`src/rtl/tcp_misc_pkg.sv`:
```
// ---------------------------------------------------------------------------
// tcp_misc_pkg
// Shared types for the TX dispatch path: packet type, per-flag command
// encoding and the scheduler request/command structures.
// Revision: 1.0
// ---------------------------------------------------------------------------
`default_nettype none

package tcp_misc_pkg;

  localparam int FLOWID_W = 10;

  // Packet type; the value doubles as the bit index in the pending vector.
  typedef enum logic [1:0] {
    PKT_RT   = 2'd0,
    PKT_DATA = 2'd1,
    PKT_ACK  = 2'd2
  } tx_pkt_type_e;

  // Per-flag command sent back to the scheduler.
  typedef enum logic [1:0] {
    FLAG_NOP   = 2'd0,
    FLAG_SET   = 2'd1,
    FLAG_CLEAR = 2'd2
  } flag_cmd_e;

  typedef struct packed {
    logic [FLOWID_W-1:0] flowid;
    logic                rt_flag;
    logic                ack_pend_flag;
    logic                data_pend_flag;
  } sched_data_struct;

  typedef struct packed {
    logic [FLOWID_W-1:0] flowid;
    flag_cmd_e           rt_set_clear;
    flag_cmd_e           ack_pend_set_clear;
    flag_cmd_e           data_pend_set_clear;
  } sched_cmd_struct;

  localparam int SCHED_DATA_STRUCT_W = $bits(sched_data_struct);
  localparam int SCHED_CMD_STRUCT_W  = $bits(sched_cmd_struct);

  // A flag is only cleared when this dispatch actually serviced it.
  function automatic flag_cmd_e clr_if_serviced(input logic serviced);
    return serviced ? FLAG_CLEAR : FLAG_NOP;
  endfunction

endpackage

`default_nettype wire

```
`src/rtl/tx_pkt_prio_sel.sv`:
```
// ---------------------------------------------------------------------------
// tx_pkt_prio_sel
// Combinational priority pick over the pending vector: RT > DATA > ACK.
// Returns the packet type and the one-hot bit that was selected.
// Revision: 1.0
// ---------------------------------------------------------------------------
`default_nettype none

module tx_pkt_prio_sel
  import tcp_misc_pkg::*;
(
  input  logic [2:0]   pend_i,
  output tx_pkt_type_e type_o,
  output logic [2:0]   onehot_o
);

  // Lowest set index wins; an empty vector selects nothing.
  always_comb begin
    type_o   = PKT_RT;
    onehot_o = 3'b000;
    if (pend_i[0]) begin
      type_o   = PKT_RT;
      onehot_o = 3'b001;
    end else if (pend_i[1]) begin
      type_o   = PKT_DATA;
      onehot_o = 3'b010;
    end else if (pend_i[2]) begin
      type_o   = PKT_ACK;
      onehot_o = 3'b100;
    end
  end

endmodule

`default_nettype wire

```
`src/rtl/tx_sched_dispatch.sv`:
```
// ---------------------------------------------------------------------------
// tx_sched_dispatch
// Takes one flow at a time from the scheduler, issues one packet request per
// pending flag in priority order, then returns a flag-clear command covering
// exactly the flags that were serviced.
// Optional build macro: TX_DISPATCH_ACK_PIGGYBACK_EN (ACK rides on DATA).
// Revision: 1.0
// ---------------------------------------------------------------------------
`default_nettype none

module tx_sched_dispatch
  import tcp_misc_pkg::*;
(
  input  logic                          clk,
  input  logic                          rst,
  input  logic                          sched_tx_req_val,
  input  logic [SCHED_DATA_STRUCT_W-1:0] sched_tx_req_data,
  output logic                          sched_tx_req_rdy,
  output logic                          tx_pkt_req_val,
  output logic [FLOWID_W-1:0]           tx_pkt_req_flowid,
  output logic [1:0]                    tx_pkt_req_type,
  input  logic                          tx_pkt_req_rdy,
  output logic                          tx_sched_update_val,
  output logic [SCHED_CMD_STRUCT_W-1:0] tx_sched_update_cmd,
  input  logic                          tx_sched_update_rdy,
  output logic [15:0]                   pkt_cnt
);

  typedef enum logic [1:0] {
    ST_IDLE   = 2'd0,
    ST_ISSUE  = 2'd1,
    ST_UPDATE = 2'd2
  } state_e;

  state_e              state_q;
  logic [FLOWID_W-1:0] flowid_q;
  logic [2:0]          pend_q;   // bit0 RT, bit1 DATA, bit2 ACK
  logic [2:0]          svc_q;
  logic [15:0]         pkt_cnt_q;
  logic                req_rdy_q;
  logic                pkt_val_q;
  logic                upd_val_q;

  sched_data_struct    req;
  logic [2:0]          req_pend;
  tx_pkt_type_e        sel_type;
  logic [2:0]          sel_oh;
  logic [2:0]          clr_mask;
  logic [2:0]          pend_d;
  logic [2:0]          svc_d;
  sched_cmd_struct     cmd;

  assign req      = sched_data_struct'(sched_tx_req_data);
  assign req_pend = {req.ack_pend_flag, req.data_pend_flag, req.rt_flag};

  tx_pkt_prio_sel u_prio_sel (
    .pend_i   (pend_q),
    .type_o   (sel_type),
    .onehot_o (sel_oh)
  );

`ifdef TX_DISPATCH_ACK_PIGGYBACK_EN
  // A DATA packet also carries a pending ACK; only claim ACK if it was pending.
  assign clr_mask = {sel_oh[2] | (sel_oh[1] & pend_q[2]), sel_oh[1:0]};
`else
  assign clr_mask = sel_oh;
`endif

  assign pend_d = pend_q & ~clr_mask;
  assign svc_d  = svc_q | clr_mask;

  // Clear command covers serviced flags only; others stay NOP.
  always_comb begin
    cmd                     = '0;
    cmd.flowid              = flowid_q;
    cmd.rt_set_clear        = clr_if_serviced(svc_q[0]);
    cmd.data_pend_set_clear = clr_if_serviced(svc_q[1]);
    cmd.ack_pend_set_clear  = clr_if_serviced(svc_q[2]);
  end

  // Dispatch FSM with registered handshake outputs.
  always_ff @(posedge clk) begin
    if (rst) begin
      state_q   <= ST_IDLE;
      flowid_q  <= '0;
      pend_q    <= 3'b000;
      svc_q     <= 3'b000;
      pkt_cnt_q <= 16'h0000;
      req_rdy_q <= 1'b1;
      pkt_val_q <= 1'b0;
      upd_val_q <= 1'b0;
    end else begin
      case (state_q)
        ST_IDLE: begin
          if (sched_tx_req_val) begin
            flowid_q <= req.flowid;
            pend_q   <= req_pend;
            svc_q    <= 3'b000;
            // A flow with nothing pending is consumed without any output.
            if (|req_pend) begin
              state_q   <= ST_ISSUE;
              req_rdy_q <= 1'b0;
              pkt_val_q <= 1'b1;
            end
          end
        end
        ST_ISSUE: begin
          if (tx_pkt_req_rdy) begin
            pend_q    <= pend_d;
            svc_q     <= svc_d;
            pkt_cnt_q <= pkt_cnt_q + 16'd1;
            if (pend_d == 3'b000) begin
              state_q   <= ST_UPDATE;
              pkt_val_q <= 1'b0;
              upd_val_q <= 1'b1;
            end
          end
        end
        ST_UPDATE: begin
          if (tx_sched_update_rdy) begin
            state_q   <= ST_IDLE;
            upd_val_q <= 1'b0;
            req_rdy_q <= 1'b1;
          end
        end
        default: begin
          state_q   <= ST_IDLE;
          req_rdy_q <= 1'b1;
          pkt_val_q <= 1'b0;
          upd_val_q <= 1'b0;
        end
      endcase
    end
  end

  assign sched_tx_req_rdy    = req_rdy_q;
  assign tx_pkt_req_val      = pkt_val_q;
  assign tx_pkt_req_flowid   = flowid_q;
  assign tx_pkt_req_type     = sel_type;
  assign tx_sched_update_val = upd_val_q;
  assign tx_sched_update_cmd = cmd;
  assign pkt_cnt             = pkt_cnt_q;

endmodule

`default_nettype wire

```
`config.mk`:
```
export PLATFORM = sky130hd
export DESIGN_NAME = tx_sched_dispatch
export DESIGN_NICKNAME = d
export VERILOG_FILES = /design/src/rtl/tcp_misc_pkg.sv /design/src/rtl/tx_pkt_prio_sel.sv /design/src/rtl/tx_sched_dispatch.sv
export SDC_FILE = /design/constraint.sdc
export NUM_CORES = 1
export LEC_CHECK = 0
export CAP_MARGIN = 20
export CORE_MARGIN = 2
export CORE_UTILIZATION = 30
export DETAILED_ROUTE_END_ITERATION = 16
export GPL_ROUTABILITY_DRIVEN = 0
export PLACE_DENSITY = 0.68
export SYNTH_ARGS = -nofsm -noshare
export SYNTH_HDL_FRONTEND = slang
export SYNTH_SLANG_ARGS = --single-unit
export TNS_END_PERCENT = 30
```
`constraint.sdc`:
```
create_clock -name clk -period 1.9 [get_ports clk]
set_input_delay 0.57 -clock clk [delete_from_list [all_inputs] [get_ports clk]]
set_output_delay 0.57 -clock clk [all_outputs]
set_load 0.05 [all_outputs]
```
=== Word-level counts from Yosys, hierarchy flattened ===
Cells that the tools add are included.

* Bits in registers: 37
* Input port bits: 18

* $add $sub $neg: 1
* Eq/ne operators: 7
* Multiplexer cells: 34
* Bitwise gates (word level): 6
* Reductions and logical operators: 11

{| class="wikitable"
|+ Operators by type and width
! kind !! count
|-
| 2-bit two-way mux || 11
|-
| 3-bit two-way mux || 7
|-
| 16-bit by 1-bit adder with 16-bit output (second input constant) || 1
|-
| 3-bit case mux with 2 select lines || 2
|-
| 1-bit two-way mux || 10
|-
| 2-bit != test (second input constant) || 5
|-
| 5-bit AND reduction || 2
|-
| 1-bit case mux with 3 select lines || 3
|-
| 4-bit AND reduction || 2
|-
| 2-bit case mux with 3 select lines || 1
|-
| 2-bit AND reduction || 2
|-
| 3-bit bitwise AND || 1
|-
| 3-bit zero test || 1
|-
| 1-bit NOT || 3
|-
| 3-bit NOT || 1
|-
| 3-bit OR || 1
|-
| 3-bit AND reduction || 1
|-
| 3-bit OR reduction || 1
|-
| 2-bit by 1-bit == test with 1-bit output (second input constant) || 1
|-
| 2-bit == test (second input constant) || 1
|-
| 2-bit zero test || 1
|-
| 2-bit nonzero test || 1
|}

=== Depth between registers and ports, before layout ===
Gate-level depths: netlist of the first run.

* Depth in word-level cells: 9
* Mapped depth: 6
* Mapped depth without buffers: 5

=== Cells and area by module ===
From an unflattened synthesis of the first run, not the netlist that was laid out.

* Cell total of the unflattened synthesis: 201
* Area, all modules: 1722.9 µm²

{| class="wikitable"
|+ By module, submodules not included
! module !! instances !! cells an instance !! area an instance (µm²) !! seq. area each (µm²)
|-
| tx_sched_dispatch || 1 || 196 || 1681.6 || 740.7
|-
| tx_pkt_prio_sel || 1 || 5 || 41.3 || 0.0
|}

=== Least setup slack after synthesis of the first run ===
No wires, ideal clock.

* Kind: register -> register
* From: reg pkt_cnt_q[3] (netlist: pkt_cnt[3])
* To: reg pkt_cnt_q[13] (netlist: pkt_cnt[13])
* Arrival: 1.905 ns
* Slack: -0.075 ns
* Stages on the path, launching flop included: 5
* Path buffers: 0
* Period minus slack after synthesis: 1.975 ns
* Cells stage by stage: dfxtp_1 nand4_1 or4_4 or3_1 a21oi_1

* Longest elaborated chain between the ends: 1

{| class="wikitable"
|+ Ends and longest elaborated chain
! what !! RTL line !! source
|-
| start: declaration || tx_sched_dispatch.sv:39 || <nowiki>logic [15:0] pkt_cnt_q;</nowiki>
|-
| start signal: assignment || tx_sched_dispatch.sv:111 || <nowiki>pkt_cnt_q <= pkt_cnt_q + 16'd1;</nowiki>
|-
| 16-bit by 1-bit adder with 16-bit output || tx_sched_dispatch.sv:111 ||
|}

Every way passes these cells.
A chain may end at the register's enable or synchronous reset.

=== Worst setup path after layout of the first run ===
* From: reg pend_q[0]
* To: out tx_pkt_req_type[1]

* Longest elaborated chain between the ends: 1

{| class="wikitable"
|+ Ends and longest elaborated chain
! what !! RTL line !! source
|-
| start: declaration || tx_sched_dispatch.sv:37 || <nowiki>logic [2:0] pend_q;</nowiki>
|-
| start signal: assignment || tx_sched_dispatch.sv:97 || <nowiki>pend_q <= req_pend;</nowiki>
|-
| start signal: assignment || tx_sched_dispatch.sv:109 || <nowiki>pend_q <= pend_d;</nowiki>
|-
| 2-bit two-way mux || tx_pkt_prio_sel.sv:21 || <nowiki>if (pend_i[0]) begin</nowiki>
|-
| end: declaration || tx_sched_dispatch.sv:21 || <nowiki>output logic [1:0] tx_pkt_req_type,</nowiki>
|}

Every way passes these cells.

==> reports/results.tsv, run 1 <==
metric	value	unit
outcome	complete, no violations	
CORE AREA	5470	um^2
Arr. time, crit path	1210	ps
# clock sinks	37	
most frequent cells after synthesis	dfxtp_1, nand2_1, a21oi_1	
setup_tns	0	ps
H-tree Lvls	2	
CP endpoint kind	primary output	
hold path startpoint	tx_pkt_req_flowid[9]	
via count	1559	
worst hold endpoint	tx_pkt_req_flowid[9]	
floorplan die height	78.8	um
peak supply drop	0.347	mV
Area Overhead vs Synth	47.1	%
crit-path max FO	6	
Synth area leader	dfxtp_1	
Slew Limit Fails	0	
Num CTS Buffers	5	
Worst Hold Class	flip-flop to flip-flop	
drt total wl	3.99	mm
Remaining DRCs	0	
Post-Layout Cell Count	338	
first-pass GRT wire length	6.38	mm
# IOs	65	
worst reg2reg path startpoint	pkt_cnt[3]	
CP Class	flip-flop to primary output	
synth warn	0	
worst r2r path cells	4	
total leakage power	0.000998	uW
clk buf depth	2	
Hold Path Stages	2	
number of enable flip-flop cells after synthesis	0	
CTS clock-pin slew for the worst setup and hold paths	80	ps
Post-Synthesis Cell Area	1680	um^2
number of vias per cell	4.61	
R2R Setup Slk	270	ps
final setup violation count	0	
Reg2Reg Capture Point	pkt_cnt[13]	
drt pass-1 iters	4	
Seq/Total Area, Yosys	44.1	%
Critical Path RT	1330	ps
Final Hold Fails	0	
number of synthesized register bits	37	
starting density of the core	30.7	%
WL per Instance	11.8	um
Peak Freq	563	MHz
share of async-settable or async-resettable flops after synthesis	0	%
Max-cap violations	0	
Hold WS	472	ps
Max Clock Skew	8.48	ps
Post-CTS Resized	1	
Overflow after GRT	0	
PD cells	794	nW/um^2
crit share post-route	93.4	%
crit path buf inv count	1	
number of routed nets with antenna violations	0	
TritonCTS clock tree	done	
syn avg cell area	8.32	um^2
Post-synth top flop	dfxtp_1	
post-synthesis cell type count	31	
fillers	557	
Critical Path Start Type	flip-flop	
HPWL after DPL	2.97	mm
cell family with most CP delay	flip-flops	
full die area	6220	um^2
CP Cell Sequence	nor2_1 -> and2_1 -> buf_12	
largest net degree at the start of global routing	21	
Nets	284	
port bufs	61	
Hold Buf Count CTS	0	
gr usage total	12.8	%
fin crit period	1780	ps
Critical Path Max Stage Delay	450	ps
number of buffers added for setup after CTS	0	
Root Driver	clkbuf_8	
post-synth top area share	44.1	%
slowest CP cell	dfxtp_1	
initial antenna violation count	0	
DRT iter0 DRCs	63	
Placed Instances	330	
Clk Latency, worst-skew pair	300	ps
unrepaired setup endpoints after global routing	false	
layout cell share with drive strength beyond 1	30.8	%
Diodes inserted	0	
Rows	27	
via count of the first global-routing pass	1440	
die width	78.8	um
Synth Instances	202	
synth top area cells	dfxtp_1, a21oi_1, buf_4	
most frequent cell after synthesis	dfxtp_1	
[sequential cells by signal, indices dropped and copies added (netlist names)]
register	count
state_q	2
tx_pkt_req_flowid	10
pkt_cnt	16
sched_tx_req_rdy	1
tx_pkt_req_val	1
tx_sched_update_val	1
svc_q	3
pend_q	3
[cell type report]
class / count / area [um^2] / area share, %
tap: 72 / 90.1 / 3.65
timing repair buffer: 79 / 722 / 29.2
inverter: 2 / 7.51 / 0.304
clock buffer: 6 / 82.6 / 3.34
multi-input combinational: 140 / 782 / 31.6
sequential: 37 / 749 / 30.3
clock inverter: 2 / 37.5 / 1.52
[through the flow]
| step | utilization [%] | power [uW] | worst slack [ps] | instance area [um^2] |
|---|---|---|---|---|
| floorplan | - | 1140 | 107 | 1700 |
| global placement | 43.0 | 1270 | -372 | 2350 |
| detailed placement | 43.0 | 1270 | -396 | 2350 |
| CTS | 45.2 | 1990 | 112 | 2470 |
| global route | 45.2 | 2050 | 73.6 | 2470 |
| finish | 45.2 | 1960 | 125 | 2470 |
[kinds of logic after synthesis]
| family | after synthesis | share of synthesized area [%] |
|---|---|---|
| AO/OA/AOI/OAI | 34 | 10.7 |
| XOR/XNOR | 11 | 5.73 |
| adder cells (fa/ha/maj) | 2 | 1.34 |
| buffers and inverters | 27 | 9.83 |
| flip-flops | 37 | 44.1 |
| multiplexers | 2 | 1.19 |
| other | 1 | 0.223 |
| AND/OR/NAND/NOR | 88 | 26.9 |
[worst register-to-register path, stage by stage, from the launching register on]
cell and delay [ps]:
dfxtp_2 390, nand4_1 200, or4_4 540, or3_1 310
a21oi_1 130
[power breakdown]
group	switching (uW)	internal [uW]
logic	261	153
registers	26.9	808
clock network	288	427
total	576	1390
[worst max-delay path by stage]
stage                              start            endpoint  slack (ps)  cells past startpoint
final                          pend_q[0]  tx_pkt_req_type[1]         120                      3
after CTS                      pend_q[0]  tx_pkt_req_type[1]         110                      3
after global routing           pend_q[0]  tx_pkt_req_type[1]          70                      3
after floorplan               pkt_cnt[7]         pkt_cnt[13]         110                      4
after detailed placement  tx_pkt_req_rdy         pkt_cnt[15]        -400                      5
after global placement    tx_pkt_req_rdy         pkt_cnt[13]        -370                      5
[cell usage in the layout (no fill, tap or decap), drive strengths merged, types with 3 or more instances in the layout]
| cell type | n |
|---|---|
| buf | 62 |
| dfxtp | 37 |
| nand2 | 29 |
| a21oi | 24 |
| nor2 | 19 |
| clkdlybuf4s50 | 16 |
| nor3 | 8 |
| xnor2 | 8 |
| nand4 | 7 |
| o21ai | 6 |
| clkbuf | 6 |
| nor2b | 5 |
| or3 | 5 |
| nand2b | 4 |
| nor4 | 4 |
| xor2 | 3 |
| conb | 3 |
[metal layers]
metal / routed length, um / up-vias / track usage (%) / part of all wire, %
li1: - / 793 / - / -
met5: 0 / - / 0 / 0
met1: 1730 / 708 / 14.4 / 43
met3: 346 / 7 / 4.77 / 8.7
met4: 61 / 0 / 5.69 / 1.5
met2: 1860 / 51 / 21.8 / 46
(Power assumes the default switching activity.)
==> run 2, diff against run 1 <==
Settings changed: CAP_MARGIN 20 to 0, TNS_END_PERCENT 30 to 20.
==> results of run 2 <==
Final layout, timing and power as in run 1 (identical DEF).
==> patch 1: new RTL, flow settings as in run 2 <==
Change the package constant `FLOWID_W` from 10 to 8.
--- a/src/rtl/tcp_misc_pkg.sv
+++ b/src/rtl/tcp_misc_pkg.sv
@@ -10,3 +10,3 @@
 
-  localparam int FLOWID_W = 10;
+  localparam int FLOWID_W = 8;
 
Interface: changed (resized sched_tx_req_data, tx_pkt_req_flowid and tx_sched_update_cmd); port bits go from 65 to 59. The function was not compared with the original's and may differ.
==> patch 1 against run 2 <==
Area after synthesis is 7.7% lower; final cell count is 8.6% lower; synthesized cell count shrank 8.4%; utilization is 1.1 points lower; final area decreased by 10%; non-clock buffer count fell by 15; routed wire length decreased by 13%; sequential cell count fell by 2; register-to-register slack got worse by 90 ps; power down 13%; hold slack got worse by 6.1 ps; sequential share of layout area up 1.4 points; setup slack got worse by 9.1 ps; critical endpoint unchanged; largest power group unchanged; highest routed layer unchanged.
==> patch 1: results (changes against run 2) <==
** Layout
- Number of nets in the layout :: 255 (-10%)
- Fill cell total of the finished layout :: 508 (-8.8%)
- Non-filler instance count after layout :: 309 (-8.6%)
- Number of antenna repair diodes :: 0 (unchanged)
- Fraction of layout cells with a size suffix above 1 :: 0.2636 (-0.04467)

** Worst setup path
- The delay of the slowest cell on the worst path is 370 ps (-80 ps).
- The data arrival time at the worst-slack endpoint was 1210 ps (about the same).
- The maximum fanout encountered on the critical timing path is 7 (+1).

** Synth
- The distinct cell type count of the synthesized netlist came to 33 (+6.5%).
- Fraction of registers with async set/reset :: 0 (unchanged)
- By area the synthesized netlist is led by sky130_fd_sc_hd__dfxtp_1 45%, sky130_fd_sc_hd__a21oi_1 8.4%, sky130_fd_sc_hd__nand2_1 7.0%.
- The instance count of the mapped netlist came to 185 (-8.4%).
- Leading post-synthesis cells by instance count :: 35 x sky130_fd_sc_hd__dfxtp_1, 29 x sky130_fd_sc_hd__nand2_1, 26 x sky130_fd_sc_hd__a21oi_1
- Part of the Yosys area used for sequential elements :: 0.4520 (+0.01117)
- Yosys warning count :: 0 (unchanged)

** Placement
- Pre-CTS setup slack :: -398.0 ps (-2.007 ps)
- Placed cell count :: 301 (-8.8%)
- Total placed instance area :: 2118 µm² (-9.9%)
- The number of buffers inserted by port buffering was 55 (-9.8%).
- Detailed-placement wirelength estimate :: 2.559 mm (-14%)

** GRT
- Number of global-route vias before repair :: 1291 (-10%)
- The number of antenna violations at the first check in global routing was 0 (unchanged).
- The first-pass GRT wire length came to 5.706 mm (-10%).
- Total routing resource utilization after global routing :: 0.1312 (+0.002681)
- Maximum number of pins on one net before global-route repair :: 36 (+71%)

** Drt
- Iteration count of the initial detailed-routing pass :: 4 (unchanged)
- The detailed-route wire length came to 3.487 mm (-13%).
- The vias per cell was 4.537 (-1.6%).
- Count of routing violations after the opening detailed-route iteration :: 67 (+6.3%)

** Power
- Leakage power summed over all cells :: 0.8920 nW (-11%)
- The internal power is 1.208 mW (-13%).
- The worst supply voltage drop on vdd came to 0.3971 mV (+14%).

** Run status
- Outcome :: complete, no violations

** Clocking
- The maximum buffer depth of the clock tree came to 2 (unchanged).
- Clock latency on the worst-skew pair :: 290 ps

** STA
- Clock skew :: 4.764 ps (-3.718 ps)
## patch 1: layout make-up
class                      instances  area, µm²  area share
tap                               70      87.58     0.03944
clock inverter                     1      7.507    0.003380
sequential                        35      704.4      0.3172
clock buffer                       7      96.34     0.04338
multi-input combinational        132      733.2      0.3301
timing repair buffer              64      591.8      0.2665
## patch 1: worst max-delay path, delay by kind of cell (launching register included)
family / cells / cell delay [ps]
buf+inv: 1 / 160
flops: 1 / 370
simple gates: 2 / 400
## patch 1: final timing paths
kind / startpoint / endpoint / slack, ps
max: pend_q[0]$_SDFFE_PP0P_ / tx_pkt_req_type[1] / 120
min reg2reg: tx_sched_update_val$_SDFFE_PP0P_ / tx_sched_update_val$_SDFFE_PP0P_ / 470
min: tx_sched_update_val$_SDFFE_PP0P_ / tx_sched_update_val$_SDFFE_PP0P_ / 470
max reg2reg: pkt_cnt[3]$_SDFFE_PP0P_ / pkt_cnt[12]$_SDFFE_PP0P_ / 180
## patch 1: layer usage
metal	up-vias	GRT usage	routed length, µm
li1	735	-	-
met1	613	0.1477	1607
met5	-	0	0
met2	47	0.2251	1554
met4	0	0.04678	50
met3	7	0.05026	274
## patch 1: power by group through the flow
stage,Sequential (mW),Clock (mW),Combinational [mW]
final,0.786,0.595,0.328
after global routing,0.791,0.645,0.349
after CTS,0.787,0.614,0.331
after detailed placement,0.803,0,0.331
after global placement,0.802,0,0.329
after floorplan,0.865,0,0.167
## patch 1: kinds of logic after synthesis
kind of cell               share of synthesized area
adders and majority gates                   0.008070
buffers and inverters                        0.07990
and+or+nand+nor                               0.2591
xor gates and xnor gates                     0.04520
DFF                                           0.4520
AOI/OAI and AO/OA                             0.1534
other                                       0.002419
## patch 1: timing repair
item / CTS / global route
gates resized for setup: 1 / 0
endpoints found under the setup margin: 3 / 0
hold endpoints to repair: 0 / 0
==> patch 2: new RTL, config.mk and constraints of run 2 <==
Without the edit above. Register the output `pkt_cnt` once more, without a reset; this adds one clock of latency there. The other outputs are not delayed to match.
--- a/src/rtl/tx_sched_dispatch.sv
+++ b/src/rtl/tx_sched_dispatch.sv
@@ -141,3 +141,5 @@
   assign tx_sched_update_cmd = cmd;
-  assign pkt_cnt             = pkt_cnt_q;
+  always_ff @(posedge clk) begin
+    pkt_cnt <= pkt_cnt_q;
+  end
 
Behaviour: not the same (a bounded check fails within 4 cycles, from zero or initial values and one cycle with rst high).
==> patch 2 against run 2 <==
Hold slack worse by 99 ps; first-iteration DRC count increased by 21%; non-clock buffer count decreased by 8; die area rose by 18%; final area is 8.6% higher; routed wire length rose by 1.8%; power is 17% higher; setup slack improved by 1.7 ps; sequential cell count increased by 16; area after synthesis increased by 19%.
==> patch 2: results (changes against run 2) <==
** Worst setup path
- Setup slack, reg-to-reg :: 300 ps (+30 ps)
- Max FO, Critical Path :: 5 (-1)
- In this run the critical register-to-register path is launched from pkt_cnt_q[4]$_SDFFE_PP0P_.
- Family with the most delay on the worst path :: simple AND/OR/NAND/NOR gates
- Worst R2R End :: pkt_cnt_q[12]$_SDFFE_PP0P_
- The delay of the slowest cell on the worst path was 360 ps (-90 ps).

** GRT
- The number of global-route vias before repair came to 1483 (+3.0%).
- Initial antenna violation count :: 0 (unchanged)
- Met2 usage in global routing :: 0.1797 (-0.03826)
- The routing usage on met3 came to 0.03561 (-0.01212).
- Maximum number of pins on one net before global-route repair :: 26 (+24%)
- Total routing resource utilization after global routing :: 0.1142 (-0.01429)
- The met1 routing resource usage after global routing is 0.1445 (+0.0004031).
- Global-route wire length before repair :: 6.734 mm (+5.6%)

** Synth
- The instance count of the mapped netlist was 218 (+7.9%).
- The distinct cell type count of the synthesized netlist is 36 (+16%).
- The post-synthesis xor/xnor area fraction is 0.04378 (-0.01356).
- The area fraction in compound gates after synthesis came to 0.1007 (-0.006535).
- Share of synthesized cell area in full adder, half adder and majority cells :: 0.006254 (-0.007149)
- By area the synthesized netlist is led by sky130_fd_sc_hd__dfxtp_1 53%, sky130_fd_sc_hd__nand2_1 6.0%, sky130_fd_sc_hd__a21oi_1 5.8%.

** Drt
- The overall via count from detail_route came to 1615 (+3.6%).
- Wire length on met2 :: 1.907 mm (+2.7%)
- The total length of routed met3 wires came to 276 µm (-20%).
- Vias/cell :: 4.614 (about the same)
- The length of routed wiring on met1 was 1.836 mm (+6.3%).
- Count of routing violations after the opening detailed-route iteration :: 76 (+21%)
- The detailed-route wire length was 4.065 mm (+1.8%).

** Worst hold path
- Worst Hold Path Cells :: 0 (-2)
- Startpoint of the tightest hold check path :: pkt_cnt_q[15]$_SDFFE_PP0P_

** Power
- Switching portion of total power :: 0.2701 (-0.02309)
- Power in combinational cells :: 392 µW (-5.1%)
- The worst supply voltage drop on vdd was 0.3879 mV (+12%).
- Leakage power summed over all cells :: 1.108 nW (+11%)
- Seq pwr :: 1.17 mW (+40%)
- Clk pwr :: 724 µW (+1%)

** Layout
- Fill cell total of the finished layout :: 639 (+15%)
- Reg area :: 1061 µm² (+42%)
- Fraction of layout cells with a size suffix above 1 :: 0.2491 (-0.05919)

** Placement
- The pre-CTS worst setup slack is -305.8 ps (+90.25 ps).
- Total placed instance area :: 2576 µm² (+9.5%)
- The count of placed standard cells including taps was 343 (+3.9%).
- The half-perimeter wire length after placement is 2.970 mm (about the same).

** Run status
- The flow ran to the end, and the final reports show no timing, DRC or antenna violations.

** STA
- The final cycle utilization of the critical path is 0.9334 (about the same).
- The worst clock skew was 6.580 ps (-1.902 ps).
## patch 2: cell types whose count changed after synthesis, moves of 3 or more
cell,run 2,this run
sky130_fd_sc_hd__nand2b_1,4,0
sky130_fd_sc_hd__a31oi_1,0,3
sky130_fd_sc_hd__buf_2,0,3
sky130_fd_sc_hd__nand2_1,29,32
sky130_fd_sc_hd__nor2_1,19,16
sky130_fd_sc_hd__nand3_1,0,3
sky130_fd_sc_hd__dfxtp_1,37,53
sky130_fd_sc_hd__o21ai_0,6,9
## patch 2: worst max path at each step
stage                            from                                 to  depth (start not counted)
2_1_floorplan        sched_tx_req_val  tx_pkt_req_flowid[2]$_SDFFE_PP0P_                          6
3_3_place_gp           tx_pkt_req_rdy         pkt_cnt_q[15]$_SDFFE_PP0P_                          5
3_5_place_dp           tx_pkt_req_rdy         pkt_cnt_q[15]$_SDFFE_PP0P_                          5
4_1_cts                tx_pkt_req_rdy         pkt_cnt_q[15]$_SDFFE_PP0P_                          5
5_1_grt        pend_q[0]$_SDFFE_PP0P_                 tx_pkt_req_type[1]                          3
6_report       pend_q[0]$_SDFFE_PP0P_                 tx_pkt_req_type[1]                          3
## patch 2: area by class of cell
class                           instances  area share
Sequential cell                        53      0.3955
Clock inverter                          2     0.01306
Inverter                                4    0.005597
Tap cell                               77     0.03591
Timing Repair Buffer                   71      0.2341
Multi-Input combinational cell        138      0.2901
Clock buffer                            5     0.02565
## patch 2: worst reg2reg max path: cells and delay by family, from the launching register on
kind | cells | cell delay, ps
and+or+nand+nor | 3 | 970
AOI/OAI and AO/OA | 1 | 140
DFF | 1 | 440
## patch 2: repair_timing
action	in CTS	in global routing
hold buffers	0	0
endpoints found under the hold margin	0	0
endpoints found under the setup margin	0	3
resized for setup	0	1
